File: src/rtl/qadd_rr_arbiter.sv
// Round-robin arbiter sharing one sign-magnitude fixed-point adder among NREQ lanes.
// A single result register gives one-cycle latency and full throughput while res_ready stays high.
module qadd_rr_arbiter #(
  parameter int Q    = 15,
  parameter int N    = 32,
  parameter int NREQ = 4,
  parameter int IDW  = 2
) (
  input  logic              clk,
  input  logic              rst,
  input  logic [NREQ-1:0]   req_valid,
  output logic [NREQ-1:0]   req_ready,
  input  logic [NREQ*N-1:0] req_a,
  input  logic [NREQ*N-1:0] req_b,
  output logic              res_valid,
  input  logic              res_ready,
  output logic [N-1:0]      res_c,
  output logic [IDW-1:0]    res_id,
  output logic              res_ovf
);

  // state | meaning
  // EMPTY | result register holds nothing; any request may be granted
  // FULL  | result register holds a sum awaiting res_ready

  localparam int M = N - 1;

  if (Q < 0 || Q >= N - 1 || NREQ < 2 || IDW != $clog2(NREQ)) begin : g_param_err
    $error("qadd_rr_arbiter: inconsistent parameters");
  end

  typedef enum logic {
    EMPTY = 1'b0,
    FULL  = 1'b1
  } state_t;

  state_t state, state_nxt;

  logic [IDW-1:0]    ptr;
  logic [IDW-1:0]    gnt_idx;
  logic [IDW-1:0]    ptr_nxt;
  logic              gnt_found;
  logic              free;
  logic              xfer;
  logic [2*NREQ-1:0] req_rot;
  logic [IDW:0]      idx_sum;
  logic [IDW:0]      ptr_sum;

  logic [N-1:0] a_sel, b_sel, sum_c;
  logic         sum_ovf;
  logic         sa, sb, sgn;
  logic [M-1:0] ma, mb, mag;
  logic [M:0]   msum;

  // Rotating the doubled request vector puts lane ptr at bit 0, so the first set bit wins.
  assign req_rot = {req_valid, req_valid} >> ptr;

  always_comb begin
    gnt_found = 1'b0;
    gnt_idx   = '0;
    idx_sum   = '0;
    for (int j = 0; j < NREQ; j++) begin
      if (!gnt_found && req_rot[j]) begin
        gnt_found = 1'b1;
        idx_sum   = {1'b0, ptr} + (IDW+1)'(j);
        if (idx_sum >= (IDW+1)'(NREQ)) idx_sum = idx_sum - (IDW+1)'(NREQ);
        gnt_idx = idx_sum[IDW-1:0];
      end
    end
  end

  always_comb begin
    ptr_sum = {1'b0, gnt_idx} + (IDW+1)'(1);
    if (ptr_sum >= (IDW+1)'(NREQ)) ptr_sum = '0;
    ptr_nxt = ptr_sum[IDW-1:0];
  end

  always_comb begin
    a_sel = '0;
    b_sel = '0;
    for (int i = 0; i < NREQ; i++) begin
      if (gnt_idx == IDW'(i)) begin
        a_sel = req_a[i*N +: N];
        b_sel = req_b[i*N +: N];
      end
    end
  end

  // Sign-magnitude add; -0 inputs fall out naturally as zero magnitude.
  always_comb begin
    sa   = a_sel[N-1];
    sb   = b_sel[N-1];
    ma   = a_sel[M-1:0];
    mb   = b_sel[M-1:0];
    msum = {1'b0, ma} + {1'b0, mb};
    if (sa == sb) begin
      mag     = msum[M-1:0];
      sgn     = sa;
      sum_ovf = msum[M];
    end else if (ma >= mb) begin
      mag     = ma - mb;
      sgn     = sa;
      sum_ovf = 1'b0;
    end else begin
      mag     = mb - ma;
      sgn     = sb;
      sum_ovf = 1'b0;
    end
    if (mag == '0) sgn = 1'b0;
    sum_c = {sgn, mag};
  end

  always_ff @(posedge clk) begin
    if (rst) state <= EMPTY;
    else     state <= state_nxt;
  end

  always_comb begin
    state_nxt = state;
    case (state)
      EMPTY: if (xfer) state_nxt = FULL;
      FULL:  if (!xfer && res_ready) state_nxt = EMPTY;
      default: state_nxt = EMPTY;
    endcase
  end

  always_comb begin
    res_valid = (state == FULL);
    free      = !res_valid || res_ready;
    req_ready = '0;
    if (!rst && free && gnt_found) req_ready[gnt_idx] = 1'b1;
    xfer = |req_ready;
  end

  always_ff @(posedge clk) begin
    if (rst) begin
      res_c   <= '0;
      res_id  <= '0;
      res_ovf <= 1'b0;
      ptr     <= '0;
    end else if (xfer) begin
      res_c   <= sum_c;
      res_id  <= gnt_idx;
      res_ovf <= sum_ovf;
      ptr     <= ptr_nxt;
    end
  end

endmodule

File: config.mk
export PLATFORM = sky130hd
export DESIGN_NAME = qadd_rr_arbiter
export DESIGN_NICKNAME = d
export VERILOG_FILES = /design/src/rtl/qadd_rr_arbiter.sv
export SDC_FILE = /design/constraint.sdc
export NUM_CORES = 1
export LEC_CHECK = 0
export BUFFER_PORTS_ARGS = -buffer_cell sky130_fd_sc_hd__buf_2
export CAP_MARGIN = 20
export CORE_MARGIN = 2
export CORE_UTILIZATION = 54
export DETAILED_ROUTE_END_ITERATION = 10
export PLACE_DENSITY = 0.83
export SETUP_SLACK_MARGIN = 0.15
export SYNTH_ARGS = -nofsm -noshare
export SYNTH_HDL_FRONTEND = slang
export SYNTH_SLANG_ARGS = --single-unit
File: constraint.sdc
create_clock -name clk -period 8.5 [get_ports clk]
set_input_delay 1.7 -clock clk [delete_from_list [all_inputs] [get_ports clk]]
set_output_delay 1.7 -clock clk [all_outputs]
set_load 0.05 [all_outputs]
## Word-level counts from Yosys, hierarchy flattened

Cells that the tools add are included.

- Add/sub/neg operators: 11
- Magnitude comparators: 8
- Equality and inequality tests: 4
- Shift operators: 1
- Mux-type cells: 33
- Bitwise operators: 1
- Reductions and logical operators: 17

Operator list:

| kind | count |
|---|---|
| 32-bit two-way mux | 8 |
| 31-bit two-way mux | 2 |
| 31-bit subtractor | 2 |
| 31-bit by 31-bit adder with 32-bit output | 1 |
| 31-bit >= comparator | 1 |
| 31-bit zero test | 1 |
| 2-bit two-way mux | 9 |
| 3-bit >= comparator (second input constant) | 4 |
| 1-bit two-way mux | 11 |
| 8-bit by 2-bit >> shifter with 4-bit output | 1 |
| 2-bit by 1-bit subtractor with 2-bit output (second input constant) | 4 |
| 1-bit logical AND | 7 |
| 2-bit by 1-bit adder with 3-bit output (second input constant) | 2 |
| 2-bit by 2-bit adder with 3-bit output (second input constant) | 2 |
| 1-bit zero test | 6 |
| 2-bit == test (second input constant) | 2 |
| 4-bit two-way mux | 1 |
| 4-bit OR reduction | 1 |
| 2-bit by 3-bit >= comparator with 1-bit output (second input constant) | 1 |
| 2-bit by 3-bit less-than comparator with 1-bit output (second input constant) | 1 |
| 1-bit demux with 2-bit select | 1 |
| 2-bit by 1-bit == test with 1-bit output (second input constant) | 1 |
| 2-bit by 1-bit >= comparator with 1-bit output (second input constant) | 1 |
| 2-bit zero test | 1 |
| 4 further kinds | 4 |

- Bits in registers: 38
- Input bits: 263
- Output and inout port bits: 40
- Logic and storage cells: 80

## Longest topological paths before layout

Gate-level depths: netlist (run 1).

- Word-level depth: 21
- Mapped depth: 32
- Mapped depth without buffers: 27

## Worst setup path before layout (run 1)

No wires, ideal clock.

- Path kind: input to register
- Start point: input req_valid[2]
- End point: register res_c[31]
- Setup time: 0.127 ns
- Arrival time: 6.834 ns
- Data required time: 8.373 ns
- Slack: 1.539 ns
- Cell stages on the path: 25
- Path buffers: 5
- Cell sequence: mux2i_1 nor2_1 a311oi_1 ha_1 clkbuf_1 clkbuf_1 clkbuf_1 a21oi_1 nor2_1 a21oi_1 nor2_1 a21o_1 ha_1 nor4b_2 nand4_1 o31a_1 buf_6 buf_6 a311oi_2 a31oi_1 xnor2_1 nand4_1 or4_1 nor4_1 a21oi_1

- Word-level cells in the longest chain between the ends: 21
- Elaborated cells on any way between the ends: 46
- Classes of those cells: 3 x add/sub; 3 x order compare; 4 x eq/ne; 1 x shift; 24 x mux; 11 x reduce/logical

Ends and longest elaborated chain:

| what | line | RTL |
|---|---|---|
| start, declared | 11 | `input logic [NREQ-1:0] req_valid,` |
| 8-bit by 2-bit >> shifter with 4-bit output * | 56 | `assign req_rot = {req_valid, req_valid} >> ptr;` |
| 1-bit two-way mux | 63 | `if (!gnt_found && req_rot[j]) begin` |
| 1-bit zero test | 63 |  |
| 1-bit logical AND | 63 |  |
| 1-bit two-way mux | 63 |  |
| 1-bit zero test | 63 |  |
| 1-bit logical AND | 63 |  |
| 1-bit two-way mux | 63 |  |
| (+3 left out) | -- |  |
| named net gnt_idx[0] | 40 | `logic [IDW-1:0] gnt_idx;` |
| 2-bit zero test | 82 | `if (gnt_idx == IDW'(i)) begin` |
| 32-bit two-way mux (4 in a row) | 82 |  |
| 31-bit subtractor, or another cell as far along | 105 | `mag = mb - ma;` |
| 31-bit two-way mux | 100 | `end else if (ma >= mb) begin` |
| 31-bit two-way mux | 96 | `if (sa == sb) begin` |
| 31-bit zero test | 109 | `if (mag == '0) sgn = 1'b0;` |
| 1-bit two-way mux | 109 |  |
| end signal, assigned | 142 | `res_c <= sum_c;` |
| end, declared | 17 | `output logic [N-1:0] res_c,` |

The timed path passes the listed nets; every way through them passes the cells marked *.
A chain may end at the register's enable or synchronous reset.

## Worst setup path after layout (run 1)

Same ends and word-level chain as after synthesis.

==> impl_summary.md, run 1 <==
GRT
The initial antenna violation count is 0. Entering global routing, the biggest net connects 56 pins. Global routing used 41.8% of the available tracks across all layers. The first-pass GRT wire length is 60200 um. The total global routing overflow is 0. The via count of the first global-routing pass came to 11700.

Clock network
The total setup buffers inserted after CTS is 0. The number of buffers on the longest clock path is 2. In this run the clock root is driven by a clkbuf_16.

In this run, CTS created clock tree buffers numbering 5. The number of H-tree branching levels is 2. TritonCTS built the clock tree. The clock-pin transition on the worst setup and hold timing paths is 60 ps. The count of hold buffers inserted by post-cts repair is 0.

For the worst-skew pair, the clock arrives at the later sink with an insertion delay of 280 ps. The total clock sinks is 38.

Place
Detailed placement finished with a half-perimeter wire length of 32500 um. The count of buffers inserted at the top-level ports is 302. Once placement completed, the tool counted placed cells totaling 1952. Summing all placed instances gives a cell area of 11100 um^2.

Routability-driven placement finished with a final weighted congestion of 1.06.

Synthesis
The synthesized area per cell is 6.26 um^2. After technology mapping, the gate count stands at 1475. The synthesized design contains 0 enable-type register cells. The fraction of registers with async set or reset after synthesis is 0%. The flip-flop cell with the highest count after synthesis is dfxtp_1.

When the netlist entered floorplanning its net count stood at 1837. During synthesis, Yosys emitted a total of 0 warnings. In this run, synthesis produced a sequential element count of 38. In this run, distinct cell masters in the synthesized netlist total 85. Summing the sequential cell areas from Yosys gives 8.24% of the chip area.

After synthesis the cells add up to 9230 um^2.

Cells and area
The area growth from synthesis to layout is 22.2%. After the flow finishes, the layout carries non-filler instances totaling 1961. For this run, the share of the core covered by cells in the final layout is 67.8%. The cell area after layout is 11300 um^2.

In the final layout, flip-flops and latches occupy 761 um^2. The net count of the finished layout is 2102. In the final layout, the multi-input gates occupy 7700 um^2. The layout has 1573 filler cells. The ratio of cells with drive above 1 in the final layout is 24.2%. The number of antenna diodes in the final layout is 0.

Drt
The vias after detailed routing is 12300. After detailed routing, the number of vias per cell comes to 6.26. After detailed routing, the total wire length is 39400 um.

Once detail routing completed, the nets flagged for antenna violations numbered 0. The DRC violations left is 0. The routed length per placed instance is 20.1 um. Before antenna repair, the detailed router went through 7 iterations. The initial DRC count is 1251.

Floorplan
For this configuration, the core starts out at a cell density of 55.5%. The floorplan has 47 rows. The die span in x is 135 um. The placeable core region is 16600 um^2. For this design the top-level I/O count stands at 303. The floorplan step defined a die boundary enclosing 18200 um^2.

The floorplan step set the die height to 135 um.

Status
The run finished with clean final reports.

Timing
Headroom to the max-slew limit came out at 27.7%. Setup violations remaining at the end of the flow were counted as 0. At the pin with the least slew margin, the transition time is 1080 ps. After layout, the minimum clock period comes to 7990 ps. In the final timing run, aggregate negative setup slack is 0 ps. The timing-limited maximum frequency is 125 MHz.

The worst clock skew is 6.35 ps. The final hold violation count is 0. Setup repair after global routing left no endpoint under its margin. Dividing the final minimum period by the clock period gives 94.0%. The total count of max-transition violations in the final report is 0. The tightest hold margin is 455 ps.

Flow run
Across the run, the number of max-cap violations was 0.

Critical path
The critical path data arrival time is 8150 ps. Of all nets on the critical path, the largest fanout is 36. The required arrival time at the worst endpoint is 8660 ps. The worst register-to-register path begins at ptr[1].

The critical path launch point type is a primary input. The launch point of the critical path is req_valid[2]. The setup path with the least slack is of type in -> reg. STA classifies the critical path endpoint as a flip-flop.

Power and ir drop
Summed over all cells, the static leakage comes to 5.78 nW. The worst-case vdd ir drop is 0.212 mV. For this design the ratio of total power to cell area is 395 nW/um^2.

Worst hold path
The path class of the tightest hold or removal check is reg -> reg. The startpoint identified for the worst hold timing path is res_c[26].
## placed cells by master (no fill, tap or decap), types with 7 or more instances in the layout
master      n
nor2_1    263
a31oi_1    23
o21ai_0    42
or4_1       7
inv_1      93
nand3_1    23
o21bai_1   16
dfxtp_1    38
a22oi_1    11
nand2_1   137
mux2i_1     8
xnor2_1    20
buf_4      57
o31ai_1    14
nand4_1    22
nor3_1     31
buf_2     302
nor2b_1    15
ha_1       92
a21oi_1   225
nor4_1     14
o21a_1     10
a21o_1     73
and3_1      9
and2_1      9
o211ai_1   11
a211oi_1   23
or3_1       9
nand2b_1   10
## stage by stage
stage               power (mW)  setup slack (ps)
CTS                       4.29               594
global placement          4.07               450
detailed placement        4.08               324
floorplan                 2.92              1540
global route              4.69               176
finish                    4.45               510
## kinds of logic (layout without fill, tap and decap cells)
family          Yosys count  count (layout)  synth area share (%)
buf+inv                 204             470                  9.20
compound gates          524             524                  36.7
fa+ha+maj                99              99                  13.7
mux                       9               9                 0.990
flops                    38              38                  8.24
xor+xnor                 23              23                  2.18
simple gates            578             578                  29.0
## power by group
group | total, mW | internal, mW | switching, mW
Combinational | 3.99 | 1.36 | 2.63
Clock | 0.191 | 0.116 | 0.0751
Sequential | 0.268 | 0.237 | 0.0314
## critical path: stages
cell and delay, ps:
buf_2 120, mux2i_1 160, nor2_1 70, a311oi_1 290, buf_4 220, ha_4 440
nor2b_1 160, buf_4 210, a22oi_1 200, nor2_1 70, a21oi_1 150, nor2_1 50
a21o_1 240, ha_1 540, nor3_2 120, o31ai_1 370, a211o_1 230, nand4_2 230
and3_4 330, nor3_2 500, buf_4 250, a2111o_1 130, nand3_1 200, a2111oi_0 400
buf_4 200, nand4bb_1 150, nor4_1 300, a21oi_1 110
## area by class of cell
class,count,area share [%]
Tap cell,220,2.44
Clock buffer,6,1.23
Multi-Input combinational cell,1233,68.3
Clock inverter,2,0.111
Timing Repair Buffer,363,17.9
Sequential cell,38,6.75
Inverter,99,3.29
## repair_timing
action | in CTS | in global routing
resized for setup | 0 | 1
hold endpoints to repair | 0 | 0
endpoints found under the setup margin | 0 | 1
## flip-flops by register name, summed over array words and instances, names as in the netlist
register	count
ptr	2
res_valid	1
res_c	32
res_ovf	1
res_id	2
## final timing paths
kind	to	slack, ps	cells after the start
max	res_c[31]	510	28
min	res_c[26]	450	2
max reg2reg	res_c[31]	1500	27
min reg2reg	res_c[26]	450	2
## synth_stat cells, types with 6 or more instances
cell type / instances / area (um^2)
nand2_1: 137 / 514
o21ai_0: 42 / 210
buf_1: 20 / 75.1
nand3_1: 23 / 115
clkbuf_1: 56 / 210
a211oi_1: 23 / 173
o21bai_1: 16 / 120
and2_1: 9 / 56.3
a21oi_1: 225 / 1130
nor2_1: 263 / 987
or4_1: 7 / 52.6
nor4_1: 14 / 87.6
o211ai_1: 11 / 82.6
ha_1: 96 / 1200
or3_1: 9 / 56.3
a221oi_1: 6 / 52.6
and3_1: 9 / 56.3
dfxtp_1: 38 / 761
a21o_1: 73 / 548
a22oi_1: 11 / 82.6
nor2b_1: 15 / 93.8
nand4_1: 22 / 138
buf_4: 9 / 67.6
a31oi_1: 23 / 144
o31ai_1: 14 / 105
inv_2: 6 / 22.5
inv_1: 93 / 349
nor3_1: 31 / 155
mux2i_1: 8 / 80.1
nand2b_1: 10 / 62.6
o21a_1: 10 / 75.1
buf_2: 16 / 80.1
xnor2_1: 21 / 184
## metal layers
metal	vias up	routed length, um	global-route usage, %
met3	152	3620	5.41
met4	0	2230	21.3
met1	5613	15300	52.6
met5	-	0	0
met2	743	18200	70.1
li1	5766	-	-
Power figures use the tool's default switching activity.
==> run 2, diff against run 1 <==
- PLACE_DENSITY: 0.83 -> 0.84
==> impl_summary.md, run 2 (synthesized netlist as in run 1, its figures left out) <==
Status
Status: finished clean (unchanged).

Floorplan
The top-level port count is 303 (unchanged). The starting density of the core is 55.5% (unchanged). The die outline area came to 18200 um^2 (unchanged). The die span in x is 135 um (unchanged). The placeable core region is 16600 um^2 (unchanged). The die extent in y came to 135 um (unchanged). The cell row count is 47 (unchanged).

Clock network
The count of hold buffers inserted by post-cts repair is 0 (unchanged). The clock latency of the later-clocked register in the worst-skew pair was 280 ps (about the same). The clock tree from TritonCTS is built (unchanged).

The number of buffers inserted during clock tree synthesis is 5 (unchanged). The number of H-tree branching levels came to 2 (unchanged). The number of buffers on the longest clock path is 2 (unchanged). The cell chosen for the clock root is clkbuf_16 (unchanged). The total clock sinks is 38 (unchanged). The clock-pin transition on the worst setup and hold timing paths is 60 ps (about the same).

Power and ir drop
The cell area power density came to 393 nW/um^2 (was 395 nW/um^2). The leakage component of the power is 5.76 nW (was 5.78 nW). The worst-case vdd ir drop is 0.205 mV (was 0.212 mV). The total power consumption of the routed design was 4.42 mW (was 4.45 mW).

Timing
The final period demand of the worst path is 7770 ps (was 7990 ps). The total count of max-transition violations in the final report is 0 (unchanged). The worst clock skew was 4.43 ps (was 6.35 ps).

The normalized max-slew margin is 26.6% (was 27.7%). The final setup violation count was 0 (unchanged). The timing-limited maximum frequency was 129 MHz (was 125 MHz). Unrepaired setup endpoints after global routing: no (unchanged). The share of the clock period used by the worst path is 91.4% (was 94.0%). The final hold violation count is 0 (unchanged). The actual slew at the worst max-slew pin was 1100 ps (was 1080 ps). The setup TNS is 0 ps (unchanged).

Critical path
The kind of critical path was in -> reg (unchanged). The largest driver fanout on the critical path is 57 (was 36). The critical path's slowest cell is ha_1 (unchanged). The biggest cell delay along the critical path is 580 ps (was 540 ps). The critical path data arrival time is 7920 ps (was 8150 ps). The nature of the critical path endpoint is a flip-flop (unchanged). The critical path launch point type was a primary input (unchanged). The required arrival time at the worst endpoint came to 8650 ps (was 8660 ps).

Worst hold path
The worst min-delay path class was reg -> reg (unchanged).

Place
The sum of net half-perimeters after detailed placement was 30300 um (was 32500 um). The final weighted congestion in routability-driven placement came to 1.03 (was 1.06). The number of placed instances, taps included was 1944 (was 1952).

The count of buffers inserted at the top-level ports was 302 (unchanged).

Drt
The routed length per placed instance is 19.1 um (was 20.1 um). The average vias per placed instance was 6.16 (was 6.26). The count of TritonRoute iterations in the first routing pass came to 5 (was 7). The vias after detailed routing is 12000 (was 12300). The total length of routed met3 wires was 3240 um (was 3620 um). The highest signal layer in the routed design is met4 (unchanged).

The DRC violations left is 0 (unchanged). The length of routed wiring on met1 is 15100 um (was 15300 um). The final antenna-violating net count came to 0 (unchanged). The met2 wire length is 17300 um (was 18200 um). The initial DRC count is 1267 (was 1251). The total routed wirelength is 37300 um (was 39400 um).

GRT
The total global routing overflow is 0 (unchanged). The aggregate global-route resource usage is 39.6% (was 41.8%). The first-pass GRT wire length came to 57600 um (was 60200 um). The initial antenna violation count came to 0 (unchanged). The via count of the first global-routing pass is 11300 (was 11700). The maximum number of pins on one net before global-route repair is 98 (was 56).

Cells and area
The ratio of cells with drive above 1 in the final layout is 23.8% (was 24.2%). The final design utilization was 67.6% (was 67.8%). The final layout net count is 2093 (was 2102).

The register containing the most flip-flops in the final layout was res_c (unchanged). The commonest non-fill, non-tap cell in the layout is buf_2 (unchanged). The count of non-filler cells in the finished layout was 1952 (was 1961). The final antenna diode count is 0 (unchanged). The area growth from synthesis to layout is 21.9% (was 22.2%). Registers with the highest flip-flop counts: res_c x32, ptr x2, res_id x2 (unchanged).

Highest-count cells in the layout ignoring fill and taps: buf_2 (302), nor2_1 (263), a21oi_1 (225), nand2_1 (137), inv_1 (93) (unchanged). The number of flip-flops under the largest register name is 32 (unchanged).

Flow run
The reported max-cap violation count is 0 (unchanged).
==> run 2: changes by cell type in the layout (fill, tap and decap cells not counted), sizes merged <==
cell / before / now
clkinvlp: 1 / 0
bufinv: 0 / 2
clkinv: 1 / 0
buf: 363 / 354
==> run 2: area by class of cell <==
| type | instances | area [um^2] |
|---|---|---|
| Tap cell | 220 | 275 |
| Multi-Input combinational cell | 1233 | 7690 |
| Inverter | 99 | 372 |
| Clock buffer | 6 | 139 |
| Sequential cell | 38 | 761 |
| Fill cell | 1553 | 5390 |
| Clock inverter | 2 | 60.1 |
| Timing Repair Buffer | 354 | 1950 |
==> run 2: routing by layer <==
layer / GRT usage [%] / vias to the layer above
met3: 5.97 / 113
met1: 50.4 / 5561
met2: 66.2 / 608
met4: 17.3 / 0
li1: - / 5745
met5: 0 / -
==> run 2: metrics by stage <==
stage | cell area (um^2) | hold slack (ps) | worst slack [ps]
global route | 11300 | 464 | 327
global placement | 11100 | 442 | 661
detailed placement | 11100 | 445 | 316
finish | 11300 | 452 | 730
CTS | 11300 | 452 | 596
floorplan | 9230 | 495 | 1540
==> run 2: worst max-delay path: cells and delay by family <==
kind | cells | cell delay [ps]
AOI/OAI and AO/OA | 9 | 1930
adders and majority gates | 2 | 800
buffers and inverters | 4 | 610
muxes | 1 | 120
and+or+nand+nor | 12 | 2690
==> run 2: report_power, final <==
| group | switching, mW | total [mW] | internal (mW) |
|---|---|---|---|
| logic | 2.57 | 3.90 | 1.33 |
| registers | 0.0298 | 0.266 | 0.237 |
| clock network | 0.0733 | 0.249 | 0.176 |
| total | 2.67 | 4.42 | 1.74 |
==> run 2: final timing paths <==
path / cells after the start / end / start / slack (ps)
worst max-delay path: 28 / res_c[31] / req_valid[0] / 730
worst min-delay path: 2 / res_c[22] / res_c[22] / 450
worst min register to register: 2 / res_c[22] / res_c[22] / 450
worst max register to register: 27 / res_c[31] / ptr[1] / 1750
==> run 2: repair_timing <==
item | in CTS | in global routing
setup endpoints to repair | 0 | 1
gates resized for setup | 0 | 1
setup buffers | 0 | 0
hold endpoints to repair | 0 | 0
==> run 3, diff against run 2 <==
- ABC_AREA: default -> 1
- CORE_UTILIZATION: 54 -> 55
- PLACE_DENSITY: 0.84 -> 0.83
==> impl_summary.md, run 3 <==
Status
Status: finished clean (unchanged).

GRT
The first-pass GRT wire length is 71500 um (was 57600 um). The initial antenna violation count was 1 (was 0). The aggregate global-route resource usage is 45.0% (was 39.6%).

The total global routing overflow is 0 (unchanged). The maximum number of pins on one net before global-route repair is 73 (was 98). The via count of the first global-routing pass was 12900 (was 11300).

Clock network
The number of H-tree branching levels is 2 (unchanged). The clock-pin transition on the worst setup and hold timing paths is 60 ps (about the same). The cell chosen for the clock root was clkbuf_16 (unchanged). The clock tree from TritonCTS was built (unchanged). The count of hold buffers inserted by post-cts repair came to 0 (unchanged).

The clock latency of the later-clocked register in the worst-skew pair is 280 ps (about the same). The number of buffers inserted during clock tree synthesis is 5 (unchanged). The total clock sinks was 38 (unchanged). The number of buffers on the longest clock path is 2 (unchanged).

Critical path
The most frequent cell on the critical path is nand2_1. The critical path's slowest cell was ha_1 (unchanged). The required arrival time at the worst endpoint is 8710 ps (was 8650 ps).

The nature of the critical path endpoint is a flip-flop (unchanged). The largest driver fanout on the critical path came to 35 (was 57). The critical path launch point type is a primary input (unchanged). The biggest cell delay along the critical path is 590 ps (was 580 ps).

The kind of critical path is in -> reg (unchanged). The critical path data arrival time is 7960 ps (was 7920 ps).

Synthesis
The count of warnings emitted by yosys came to 0 (unchanged). The most instantiated library cell after synthesis is nand2_1 (was nor2_1). The synthesized area per cell is 5.57 um^2 (was 6.26 um^2). The fraction of registers with async set or reset after synthesis was 0% (unchanged).

The cell taking the most area after synthesis is nand2_1 (was ha_1). The post-synthesis instance total was 1947 (was 1475). Post-synth top cells: nand2_1 (570), inv_1 (245), nor2_1 (227) (was nor2_1 (263), a21oi_1 (225), nand2_1 (137)).

The area fraction of the dominant cell type after synthesis was 19.7% (was 13.0%). The post-synth net total is 2309 (was 1837). The sequential element share of the synthesized area was 7.01% (was 8.24%). Ranking of synthesized cells by area: nand2_1 (20%), ha_1 (11%), inv_1 (8.5%) (was ha_1 (13%), a21oi_1 (12%), nor2_1 (11%)). The post-synthesis sequential element count is 38 (unchanged). The flip-flop cell with the highest count after synthesis is dfxtp_1 (unchanged). The number of flops mapped to enable cells by yosys is 0 (unchanged). The post-synth design cell area came to 10900 um^2 (was 9230 um^2). The number of different library cells in the post-synthesis netlist is 52 (was 85).

Timing
The setup TNS is 0 ps (unchanged). The share of the clock period used by the worst path came to 91.1% (was 91.4%). The normalized max-slew margin is 31.2% (was 26.6%). The worst clock skew was 11.5 ps (was 4.43 ps). The final setup violation count is 0 (unchanged).

The timing-limited maximum frequency is 129 MHz (about the same). Unrepaired setup endpoints after global routing: no (unchanged). The total count of max-transition violations in the final report was 0 (unchanged).

The actual slew at the worst max-slew pin came to 1030 ps (was 1100 ps). The final hold violation count is 0 (unchanged). The final period demand of the worst path is 7740 ps (was 7770 ps).

Floorplan
The die span in x was 144 um (was 135 um). The die extent in y was 144 um (was 135 um). The cell row count was 51 (was 47). The top-level port count is 303 (unchanged). The starting density of the core is 55.9% (was 55.5%).

The placeable core region was 19400 um^2 (was 16600 um^2). The die outline area is 20900 um^2 (was 18200 um^2).

Drt
The average vias per placed instance was 5.92 (was 6.16). The total routed wirelength was 48600 um (was 37300 um). The routed length per placed instance is 19.8 um (was 19.1 um). The initial DRC count came to 1900 (was 1267).

The count of TritonRoute iterations in the first routing pass is 8 (was 5). The vias after detailed routing is 14500 (was 12000). The final antenna-violating net count is 0 (unchanged). The DRC violations left was 0 (unchanged).

Cells and area
The register containing the most flip-flops in the final layout was res_c (unchanged). The commonest non-fill, non-tap cell in the layout is nand2_1 (was buf_2). The ratio of cells with drive above 1 in the final layout was 20.1% (was 23.8%). Highest-count cells in the layout ignoring fill and taps: nand2_1 (570), buf_2 (302), inv_1 (244), nor2_1 (227), nand3_1 (119) (was buf_2 (302), nor2_1 (263), a21oi_1 (225), nand2_1 (137), inv_1 (93)). The final antenna diode count was 0 (unchanged).

The number of flip-flops under the largest register name is 32 (unchanged). The final layout net count is 2551 (was 2093). Registers with the highest flip-flop counts: res_c x32, ptr x2, res_id x2 (unchanged). The area growth from synthesis to layout is 15.8% (was 21.9%).

Place
The count of buffers inserted at the top-level ports was 302 (unchanged). The final weighted congestion in routability-driven placement is 1.10 (was 1.03). The sum of net half-perimeters after detailed placement is 40900 um (was 30300 um).

Flow run
The reported max-cap violation count is 0 (unchanged).

Worst hold path
The worst min-delay path class is reg -> reg (unchanged).
## run 3: final cells by class
| type | count | area, um^2 |
|---|---|---|
| clock buffer | 5 | 125 |
| clock inverter | 3 | 68.8 |
| fill | 1972 | 6840 |
| inverter | 281 | 1070 |
| multi-input combinational | 1542 | 8520 |
| sequential | 38 | 761 |
| tap | 265 | 332 |
| timing repair buffer | 321 | 1680 |
## run 3: what timing repair did
action | in CTS | in global routing
hold endpoints to repair | 0 | 0
setup endpoints to repair | 0 | 1
gates resized for setup | 0 | 2
buffers inserted | 0 | 0
## run 3: layer usage
| layer | vias to the layer above | share of wire [%] | global-route usage (%) |
|---|---|---|---|
| li1 | 6775 | - | - |
| met1 | 6630 | 40 | 58.8 |
| met2 | 963 | 44 | 71.7 |
| met3 | 163 | 11 | 9.60 |
| met4 | 2 | 5.0 | 19.1 |
| met5 | - | 0.027 | 0 |
## run 3: logic make-up after synthesis
group	after synthesis	synth area share [%]
buf+inv	367	14.6
simple gates	1018	40.8
flops	38	7.01
mux	2	0.184
xor+xnor	42	3.39
fa+ha+maj	99	11.6
compound gates	381	22.4
## run 3: final timing paths
kind,start,endpoint,slack [ps],cells after the start
worst max-delay path,req_valid[2],res_c[31],760,38
worst max register to register,ptr[0],res_c[31],1660,38
worst min register to register,res_c[31],res_c[31],500,2
worst min-delay path,res_c[31],res_c[31],500,2
## run 3: stage by stage
step	instances	setup slack (ps)	hold WS, ps	instance area [um^2]	utilization [%]
2_1_floorplan	1947	1710	581	10900	-
3_3_place_gp	2447	696	460	12400	63.7
3_5_place_dp	2447	580	461	12400	63.7
4_1_cts	2455	838	483	12600	64.7
5_1_grt	2455	327	522	12600	64.8
6_report	2455	756	495	12600	64.8
## run 3: worst max-delay path: cells and delay by family
| kind | cells | cell delay, ps |
|---|---|---|
| adder cells (fa/ha/maj) | 2 | 860 |
| AO/OA/AOI/OAI | 7 | 1440 |
| buffers and inverters | 8 | 1540 |
| AND/OR/NAND/NOR | 21 | 2370 |
Power of run 3 is not shown: default switching activity piles up to over one toggle a cycle in this logic, so the estimate is an artifact.
